<file path="config.mk">
export PLATFORM = sky130hd
export DESIGN_NAME = pe_result_drain_flat
export DESIGN_NICKNAME = d
export VERILOG_FILES = /design/src/rtl/pe_result_drain_pkg.sv /design/src/rtl/pe_result_drain_if.sv /design/src/rtl/pe_result_drain_slot_mux.sv /design/src/rtl/pe_result_drain.sv /design/src/flat_wrapper.sv
export SDC_FILE = /design/constraint.sdc
export NUM_CORES = 1
export LEC_CHECK = 0
export CAP_MARGIN = 30
export CORE_ASPECT_RATIO = 0.5
export CORE_UTILIZATION = 47
export CTS_BUF_LIST = sky130_fd_sc_hd__clkbuf_4 sky130_fd_sc_hd__clkbuf_8
export DETAILED_ROUTE_END_ITERATION = 12
export PLACE_DENSITY_LB_ADDON = 0.2
export SLEW_MARGIN = 10
export SYNTH_ARGS = -nofsm -noshare
export SYNTH_HDL_FRONTEND = slang
export SYNTH_SLANG_ARGS = --single-unit
</file>
<file path="constraint.sdc">
create_clock -name iClk -period 2.69 [get_ports iClk]
set_input_delay 0.538 -clock iClk [delete_from_list [all_inputs] [get_ports iClk]]
set_output_delay 0.538 -clock iClk [all_outputs]
set_load 0.02 [all_outputs]
</file>
<file path="src/rtl/pe_result_drain_pkg.sv">
// Shared sizing for the PE result drain path: beat and result widths
// derived from the PE array geometry.
package pe_result_drain_pkg;
  localparam int ARRAY_NUM  = 3;
  localparam int BLOCK_NUM  = 3;
  localparam int BEAT_W     = 8 * ARRAY_NUM;
  localparam int RES_W      = BEAT_W * BLOCK_NUM;
  localparam int BEAT_CNT_W = $clog2(BLOCK_NUM);

  localparam logic [BEAT_CNT_W-1:0] LAST_BEAT = BEAT_CNT_W'(BLOCK_NUM - 1);
endpackage

</file>
<file path="src/rtl/pe_result_drain_if.sv">
// Beat stream from the result drain toward the output buffer / DMA.
interface pe_result_drain_if;
  import pe_result_drain_pkg::*;

  logic [BEAT_W-1:0] oData;
  logic              oValid;
  logic              iReady;
  logic              oLast;

  modport master (output oData, output oValid, output oLast, input iReady);
  modport slave  (input oData, input oValid, input oLast, output iReady);
endinterface

</file>
<file path="src/rtl/pe_result_drain_slot_mux.sv">
// Selects one beat (one PE array's worth of bytes) out of a full block
// result; array 0 occupies the least-significant beat.
module pe_result_slot_mux
  import pe_result_drain_pkg::*;
(
  input  logic [RES_W-1:0]      iSlot,
  input  logic [BEAT_CNT_W-1:0] iBeat,
  input  logic                  iEn,
  output logic [BEAT_W-1:0]     oBeat
);

  always_comb begin
    oBeat = '0;
    if (iEn) begin
      for (int b = 0; b < BLOCK_NUM; b++) begin
        if (iBeat == BEAT_CNT_W'(b)) oBeat = iSlot[b*BEAT_W +: BEAT_W];
      end
    end
  end

endmodule

</file>
<file path="src/rtl/pe_result_drain.sv">
// Two-slot ping-pong buffer that captures PE block results and drains each
// one as BLOCK_NUM beats over a valid/ready stream.
module pe_result_drain
  import pe_result_drain_pkg::*;
(
  input  logic                   iClk,
  input  logic                   iRstN,
  input  logic [RES_W-1:0]       iResult,
  input  logic                   iResultValid,
  input  logic                   iFlush,
  input  logic                   iClearErr,
  output logic                   oOverflow,
  output logic [1:0]             oCount,
  pe_result_drain_if.master      stream
);

  logic [RES_W-1:0]      r_slot [2];
  logic                  r_wr_ptr;
  logic                  r_rd_ptr;
  logic [1:0]            r_count;
  logic [BEAT_CNT_W-1:0] r_beat;
  logic                  r_ovf;

  logic                  w_valid;
  logic                  w_xfer;
  logic                  w_pop;
  logic                  w_space;
  logic                  w_cap;
  logic                  w_drop;
  logic [BEAT_W-1:0]     w_beat_data;

  assign w_valid = (r_count != 2'd0);
  assign w_xfer  = w_valid & stream.iReady;
  assign w_pop   = w_xfer & (r_beat == LAST_BEAT);
  // A full buffer still has room if the oldest result leaves this cycle.
  assign w_space = (r_count != 2'd2) | w_pop;
  assign w_cap   = iResultValid & w_space;
  assign w_drop  = iResultValid & ~w_space;

  pe_result_slot_mux u_slot_mux (
    .iSlot (r_slot[r_rd_ptr]),
    .iBeat (r_beat),
    .iEn   (w_valid),
    .oBeat (w_beat_data)
  );

  always_ff @(posedge iClk or negedge iRstN) begin
    if (!iRstN) begin
      r_slot[0] <= '0;
      r_slot[1] <= '0;
      r_wr_ptr  <= 1'b0;
      r_rd_ptr  <= 1'b0;
      r_count   <= 2'd0;
      r_beat    <= '0;
      r_ovf     <= 1'b0;
    end else begin
      if (w_drop)         r_ovf <= 1'b1;
      else if (iClearErr) r_ovf <= 1'b0;

      if (iFlush) begin
        r_wr_ptr <= 1'b0;
        r_rd_ptr <= 1'b0;
        r_count  <= 2'd0;
        r_beat   <= '0;
      end else begin
        if (w_cap) begin
          r_slot[r_wr_ptr] <= iResult;
          r_wr_ptr         <= ~r_wr_ptr;
        end
        if (w_xfer) begin
          if (w_pop) begin
            r_beat   <= '0;
            r_rd_ptr <= ~r_rd_ptr;
          end else begin
            r_beat <= r_beat + 1'b1;
          end
        end
        case ({w_cap, w_pop})
          2'b10:   r_count <= r_count + 2'd1;
          2'b01:   r_count <= r_count - 2'd1;
          default: r_count <= r_count;
        endcase
      end
    end
  end

  assign stream.oValid = w_valid;
  assign stream.oData  = w_beat_data;
  assign stream.oLast  = w_valid & (r_beat == LAST_BEAT);
  assign oOverflow     = r_ovf;
  assign oCount        = r_count;

endmodule

</file>
<file path="src/flat_wrapper.sv">
// flat-port wrapper written by rule: the top's interface ports become plain ports
module pe_result_drain_flat import pe_result_drain_pkg::*;
  (iClk, iRstN, iResult, iResultValid, iFlush, iClearErr, oOverflow, oCount, stream_oData, stream_oValid, stream_oLast, stream_iReady);
  pe_result_drain_if stream_i ();
  input  logic iClk;
  input  logic iRstN;
  input  logic [RES_W-1:0] iResult;
  input  logic iResultValid;
  input  logic iFlush;
  input  logic iClearErr;
  output logic oOverflow;
  output logic [1:0] oCount;
  output wire logic [$bits(stream_i.oData)-1:0] stream_oData;
  output wire logic [$bits(stream_i.oValid)-1:0] stream_oValid;
  output wire logic [$bits(stream_i.oLast)-1:0] stream_oLast;
  input wire logic [$bits(stream_i.iReady)-1:0] stream_iReady;
  assign stream_oData = stream_i.oData;
  assign stream_oValid = stream_i.oValid;
  assign stream_oLast = stream_i.oLast;
  assign stream_i.iReady = stream_iReady;
  pe_result_drain u_core (.iClk(iClk), .iRstN(iRstN), .iResult(iResult), .iResultValid(iResultValid), .iFlush(iFlush), .iClearErr(iClearErr), .oOverflow(oOverflow), .oCount(oCount), .stream(stream_i));
endmodule
</file>
[Word-level counts from Yosys, hierarchy flattened]
Index checks and enable logic that the tools add are counted.
Word-level totals
  register bits after elaboration: 151
Cells by class
  $add $sub $neg: 3
  magnitude comparators: 3
  equal/unequal tests: 5
  mux-type cells: 22
  bitwise gates (word level): 12
  reduce and logical (&&, ||, !) cells: 10
Operators by type and width (number)
  72-bit 2-to-1 mux: 4
  144-bit bitwise mux: 1
  24-bit 2-to-1 mux: 4
  72-bit demux with 1-bit select: 1
  2-bit nonzero test: 5
  2-bit 2-to-1 mux: 4
  1-bit 2-to-1 mux: 7
  1-bit AND: 5
  2-bit by 1-bit adder with 2-bit output, second input constant: 2
  2-bit by 1-bit equality test with 1-bit output, second input constant: 2
  2-bit equality test, second input constant: 2
  2-bit greater-or-equal comparator, second input constant: 2
  1-bit inverter: 4
  1-bit inverter with 2-bit output: 2
  2-bit one-hot mux with 2 select lines: 1
  2-bit AND reduction: 2
  3-bit nonzero test: 1
  2-bit logical NOT: 1
  2-bit by 1-bit less-than comparator with 1-bit output, second input constant: 1
  2-bit inequality test, second input constant: 1
  2-bit by 1-bit subtractor with 2-bit output, second input constant: 1
  1-bit logical AND: 1
  1-bit OR: 1

[Logic depth before layout (Yosys ltp)]
Gate-level depths: netlist (run 1).
  depth after elaboration: 8
  gate-level depth with buffers: 5
  depth with buffers taken out: 3

[Hierarchy]
Synthesis (run 1) repeated with hierarchy kept, for this count alone.
Second synthesis, totals
  cells, all modules: 539
  area total of the unflattened synthesis: 7417.1 µm²
Modules (own cells, without submodules)
  pe_result_drain: times used 1, cells an instance 431, area an instance 6640.1 µm²
  pe_result_slot_mux: times used 1, cells an instance 108, area an instance 777.0 µm²

[Least setup slack after synthesis (run 1)]
No wires, ideal clock.
  path kind: reg2out
  start: reg u_core.r_rd_ptr
  end: out stream_oData[0]
  arrival time: 1.570 ns
  data required time: 2.152 ns
  slack: 0.582 ns
  stages on the path, launching flop included: 5
  cell sequence: dfrtp_1 -> clkbuf_1 -> buf_2 -> mux4_2 -> o2bb2ai_1
On the way
  longest elaborated chain between the ends: 8
RTL lines
  start, declared: line pe_result_drain.sv:19  | logic r_rd_ptr;
  start signal, assigned: line pe_result_drain.sv:73  | r_rd_ptr <= ~r_rd_ptr;
  1-bit inverter with 2-bit output (implied by the code) *: line pe_result_drain.sv:41  | .iSlot (r_slot[r_rd_ptr]),
  72-bit 2-to-1 mux (implied by the code) * (3 in series): line pe_result_drain.sv:41
  24-bit 2-to-1 mux (2 in series): line pe_result_drain_slot_mux.sv:16  | if (iBeat == BEAT_CNT_W'(b)) oBeat = iSlot[b*BEAT_W +: BEAT_W];
  24-bit 2-to-1 mux *: line pe_result_drain_slot_mux.sv:16
  24-bit 2-to-1 mux *: line pe_result_drain_slot_mux.sv:14  | if (iEn) begin
  end, declared: line flat_wrapper.sv:13  | output wire logic [$bits(stream_i.oData)-1:0] stream_oData;
Mark *: on every way between the ends. The rest lies on a longest branch, timed or not. The select of a mux whose other input is x is not followed.

[Worst setup path after layout (run 1)]
  start: reg u_core.r_rd_ptr
  end: out stream_oData[6]
The elaborated chain is that of the path after synthesis.

==> results_dict.tcl, run 1 <==
set metrics [dict create \
    status "completed" \
    critPathBufInv 3 \
    synth_ff_type "dfrtp_1" \
    cp_max_fo 5 \
    wire_per_inst_um 18.3 \
    port_buffers 106 \
    cts.sinks 151 \
    cts-hold-fix-buffers 0 \
    die_w_um 173 \
    synth_edf_count 0 \
    rows 30 \
    timing.final.max_slew_violations 0 \
    combPwrFrac_pct 19.4 \
    final_cell_mix "dfrtp_1, mux2_2, clkdlybuf4s50_1" \
    n_antenna_cell 0 \
    synth-seq-cells 151 \
    n_fill_cell 1094 \
    r2r_cells 5 \
    r2r_start "u_core.r_beat[1]" \
    cp_cell_sequence "buf_12, buf_4, mux4_2, o2bb2ai_1, clkdlybuf4s15_1" \
    rrSetupSlack_ns 0.72 \
    syn_inst 436 \
    finalHoldViolCount 0 \
    setup_slack_ns 0.0832 \
    p_leak_nw 3.54 \
    fin_crit_ns 2.61 \
    slowest_stage "dfrtp_4" \
    cp-end-kind "output pin" \
    num_vias 4173 \
    clkPwrFrac_pct 32.6 \
    pin_count 107 \
    critical-path-top-delay-family "buffers and inverters" \
    grt_pass1_vias 4441 \
    worstPathArrival_ns 2.07 \
    cts_made_buffers 17 \
    netSwitchingPower_mw 1.61 \
    drv_cap 0 \
    mostFrequentLayoutCell "dfrtp_1" \
    yosysTopAreaCell "dfrtp_1" \
    power.share.sequential_pct 48.0 \
    critPathLaunchType "flop" \
    htree_levels 4 \
    yosys_warnings 0 \
    via_per_inst 5.45 \
    gp_congestion 0.836 \
    p_sw_share_pct 24.8 \
    p_int_mw 4.89 \
    clock_path_buffers 2 \
    fin_nets 638 \
    die_area_um2 15100 \
    pre_cts_ws_ns 0.148 \
    drt-pass1-iter-count 4 \
    die_h_um 87.5 \
    post-route-period-util_pct 96.9 \
    wirelength_mm 14.0 \
    grt.total_usage_pct 19.8 \
    setup_viol 0 \
    slew_headroom_pct 53.0 \
    hold_class "primary input to async pin" \
    tns_ns 0 \
    clk_latency_ns 0.43 \
    drc 0 \
    overflow 0 \
    syn_nets 514 \
    post-dp-hpwl_mm 9.15 \
    grt_antenna_before_repair 0 \
    root_buffer "clkbuf_8" \
    drtIter0Drc 169 \
    p_per_area_nw_per_um2 747 \
    detail-route-antenna-nets 0 \
    required_ns 2.15 \
    async_flop_share_pct 100 \
    ys_types 33 \
    vdd_drop_max_mv 0.322 \
    clk_pin_slew_ns 0.08 \
    initial_core_util_pct 49.4 \
    avgSynthCellArea_um2 15.8 \
    synth_seq_area_share_pct 54.9 \
    clock_skew_ns 0.0125 \
    grt_max_degree 77 \
    drive_above_1_share_pct 42.4 \
    r2r-end "u_core.r_slot[108]" \
    multi_input_area_um2 2870 \
    worst_pin_slew_ns 0.705 \
    crit_type "flop to output pin" \
    grt_pass1_wl_mm 22.9 \
    rsz0062_at_grt "no" \
    cp_slowest_stage_delay_ns 0.50 \
    total_power_mw 6.50 \
    netlist.area_leader.share_pct 54.9 \
    area_growth_pct 26.5 \
    synth.area.top_cells "dfrtp_1, mux2_2, mux4_2" \
    synthesis.area_um2 6880 \
    max_freq_mhz 384 \
    cts_tree "yes" \
    core-area_um2 13900 \
    seqCellArea_um2 3780 \
]
-- synthesized netlist by cell type, types with 2 or more instances --
| master | n |
|---|---|
| mux2_1 | 12 |
| mux2i_1 | 24 |
| o2bb2ai_1 | 23 |
| clkbuf_1 | 6 |
| mux2_2 | 133 |
| a21oi_1 | 4 |
| or3_1 | 2 |
| buf_2 | 7 |
| mux4_2 | 24 |
| buf_1 | 2 |
| nand2_1 | 3 |
| buf_6 | 14 |
| nor2_1 | 5 |
| a211oi_1 | 2 |
| o21ai_0 | 3 |
| inv_1 | 4 |
| dfrtp_1 | 151 |
| nand3b_1 | 2 |
-- through the flow --
| step | utilization, % | cells | hold slack [ns] | instance area, µm² |
|---|---|---|---|---|
| after CTS | 62.9 | 765 | 0.139 | 8760 |
| after global placement | 59.2 | 728 | 0.470 | 8240 |
| after detailed placement | 59.2 | 728 | 0.477 | 8240 |
| final | 62.5 | 765 | 0.136 | 8700 |
| after global routing | 62.5 | 765 | 0.159 | 8700 |
| after floorplan | - | 436 | 0.242 | 6880 |
-- worst max-delay path by stage --
stage / slack [ns] / from / endpoint / cells after the start
final: 0.08 / u_core.r_rd_ptr / stream_oData[6] / 5
after floorplan: 0.58 / u_core.r_rd_ptr / stream_oData[0] / 4
after CTS: 0.004 / u_core.r_rd_ptr / stream_oData[21] / 5
after global placement: 0.15 / u_core.r_rd_ptr / stream_oData[8] / 4
after detailed placement: 0.15 / u_core.r_rd_ptr / stream_oData[6] / 4
after global routing: 0.0009 / u_core.r_rd_ptr / stream_oData[14] / 5
-- flip-flops by register name (all words and copies together), names as in the netlist --
register and flops:
u_core.r_beat 2, u_core.r_slot 144, u_core.r_wr_ptr 1, u_core.oCount 2
u_core.oOverflow 1, u_core.r_rd_ptr 1
-- power groups by stage --
stage	logic, mW	clock network (mW)	registers (mW)
6_report	1.26	2.12	3.12
5_1_grt	1.37	2.27	3.19
4_1_cts	1.29	2.17	3.12
3_5_place_dp	1.33	0	3.16
3_3_place_gp	1.29	0	3.14
2_1_floorplan	0.898	0	3.06
-- layout make-up --
cell class / instances / area share, %
multi-input cells: 252 / 33.0
flip-flops and latches: 151 / 43.5
clock inverters: 11 / 2.53
repair buffers: 134 / 14.9
well taps: 192 / 2.76
clock buffers: 21 / 3.11
inverters: 4 / 0.173
-- routing by layer --
metal	wire length, µm	global-route usage [%]
met3	511	4.90
met2	6820	33.5
met5	0	0
met4	155	6.03
met1	6550	25.8
-- what timing repair did --
action / 4_1_cts / 5_1_grt
cloned: 0 / 0
setup endpoints to repair: 24 / 24
endpoints found under the hold margin: 0 / 0
resized for setup: 29 / 39
buffers inserted: 5 / 0
-- cells by family (layout without fill, tap and decap cells) --
group,count (synthesis),after routing,synth area share [%]
and+or+nand+nor,18,18,1.47
DFF,151,151,54.9
AOI/OAI and AO/OA,41,41,5.02
buffers and inverters,33,170,3.46
muxes,193,193,35.1
-- worst register-to-register path, delay by kind of cell, from the launching register on --
family / cells / cell delay [ns]
AOI/OAI and AO/OA: 1 / 0.26
buffers and inverters: 2 / 0.51
DFF: 1 / 0.42
muxes: 1 / 0.41
and+or+nand+nor: 1 / 0.25
(Power assumes the default switching activity.)
==> run 2, diff against run 1 <==
Clock period 2.69 ns to 2.6 ns, I/O delays scaled along.
==> results_dict.tcl, run 2 (synthesis results as in run 1) <==
set metrics [dict create \
    cp-end-kind "output pin" \
    p_per_area_nw_per_um2 735 \
    vdd_drop_max_mv 0.285 \
    clock_path_buffers 2 \
    p_leak_nw 3.57 \
    wire_per_inst_um 18.3 \
    grt_antenna_before_repair 0 \
    cp_cell_sequence "buf_6, mux4_2, o2bb2ai_1, dlygate4sd2_1" \
    setup_slack_ns 0.0971 \
    fin_nets 648 \
    slowest_stage "mux4_2" \
    drc 0 \
    area_growth_pct 26.2 \
    pin_count 107 \
    setup_viol 0 \
    num_vias 4178 \
    cts.sinks 151 \
    mostFrequentLayoutCell "dfrtp_1" \
    htree_levels 4 \
    initial_core_util_pct 49.4 \
    critPathBufInv 2 \
    critical-path-top-delay-family "multiplexers" \
    cp.depth 4 \
    die_w_um 173 \
    grt_max_degree 74 \
    overflow 0 \
    cp_max_fo 5 \
    die_h_um 87.5 \
    status "completed" \
    grt.total_usage_pct 20.1 \
    drt-met1-wl_mm 6.67 \
    hold_class "primary input to async pin" \
    post-dp-hpwl_mm 9.41 \
    max_freq_mhz 400 \
    rsz0062_at_grt "no" \
    drive_above_1_share_pct 44.0 \
    top_register "u_core.r_slot" \
    root_buffer "clkbuf_8" \
    worst_pin_slew_ns 0.649 \
    grt_pass1_wl_mm 23.0 \
    hold_ws_ns 0.0922 \
    grt_pass1_vias 4454 \
    top_layer "met4" \
    drv_cap 0 \
    via_per_inst 5.40 \
    clock_skew_ns 0.0168 \
    fin_crit_ns 2.50 \
    drt-pass1-iter-count 6 \
    die_area_um2 15100 \
    drtIter0Drc 176 \
    cts_made_buffers 17 \
    tns_ns 0 \
    clk_pin_slew_ns 0.08 \
    n_antenna_cell 0 \
    crit_type "flop to output pin" \
    post-route-period-util_pct 96.3 \
    core-area_um2 13900 \
    routed-wl-met3_um 564 \
    wl_met2_mm 6.86 \
    cts_tree "yes" \
    clk_latency_ns 0.43 \
    wirelength_mm 14.2 \
    cts-hold-fix-buffers 0 \
    detail-route-antenna-nets 0 \
    rows 30 \
    gp_congestion 0.811 \
    worstPathArrival_ns 1.98 \
    finalHoldViolCount 0 \
    port_buffers 106 \
    cp_slowest_stage_delay_ns 0.49 \
    r2r_cells 5 \
    pre_cts_ws_ns 0.0555 \
    final_cell_mix "dfrtp_1, mux2_2, clkdlybuf4s50_1" \
    required_ns 2.08 \
    largest_reg_flops 144 \
    slew_headroom_pct 56.8 \
    timing.final.max_slew_violations 0 \
    critPathLaunchType "flop" \
]
## run 2: cell types whose count changed in the layout (fill, tap and decap cells not counted), sizes merged
cell	delta
bufinv	-3
clkdlybuf4s15	-6
clkbuf	-19
clkinv	+3
buf	+33
clkinvlp	+1
## run 2: through the flow
stage | utilization [%] | total power [mW] | area (µm²) | instances
2_1_floorplan | - | 4.10 | 6880 | 436
3_3_place_gp | 59.5 | 4.59 | 8280 | 734
3_5_place_dp | 59.5 | 4.65 | 8280 | 734
4_1_cts | 62.9 | 6.50 | 8760 | 774
5_1_grt | 62.3 | 6.73 | 8680 | 774
6_report | 62.3 | 6.38 | 8680 | 774
## run 2: path summary, 6_finish.rpt
path                                         from                 end  slack, ns
worst min-delay path                        iRstN   u_core.r_slot[64]       0.09
worst max-delay path              u_core.r_rd_ptr     stream_oData[7]        0.1
max in group asynchronous                   iRstN   u_core.r_slot[61]       1.69
min in group iClk               u_core.r_slot[64]   u_core.r_slot[64]       0.49
worst min register to register  u_core.r_slot[64]   u_core.r_slot[64]       0.49
worst max register to register   u_core.r_beat[1]  u_core.r_slot[107]       0.62
## run 2: power by group
group / switching (mW) / internal (mW)
Clock: 0.872 / 0.982
Sequential: 0.281 / 2.94
Combinational: 0.495 / 0.817
Total: 1.65 / 4.73
## run 2: layout make-up
class | instances | area, µm²
Fill cell | 1096 | 5250
Clock inverter | 12 | 153
Clock buffer | 19 | 255
Tap cell | 192 | 240
Inverter | 4 | 15.0
Timing Repair Buffer | 144 | 1360
Sequential cell | 151 | 3780
Multi-Input combinational cell | 252 | 2870
## run 2: timing repair
| item | 4_1_cts | 5_1_grt |
|---|---|---|
| resized for setup | 79 | 18 |
| gates cloned | 0 | 0 |
| buffers inserted | 9 | 0 |
| endpoints found under the setup margin | 24 | 16 |
## run 2: worst reg2reg max path, cell delays in order, from the launching register on
cell and delay (ns):
dfrtp_1 0.44, buf_6 0.20, and3b_1 0.26, o211ai_4 0.26, buf_12 0.28, mux2_2 0.43
## run 2: layer usage
layer / vias to the layer above / track usage (%)
met2: 85 / 33.7
met3: 6 / 5.08
li1: 1899 / -
met5: - / 0
met1: 2188 / 26.3
met4: 0 / 6.19
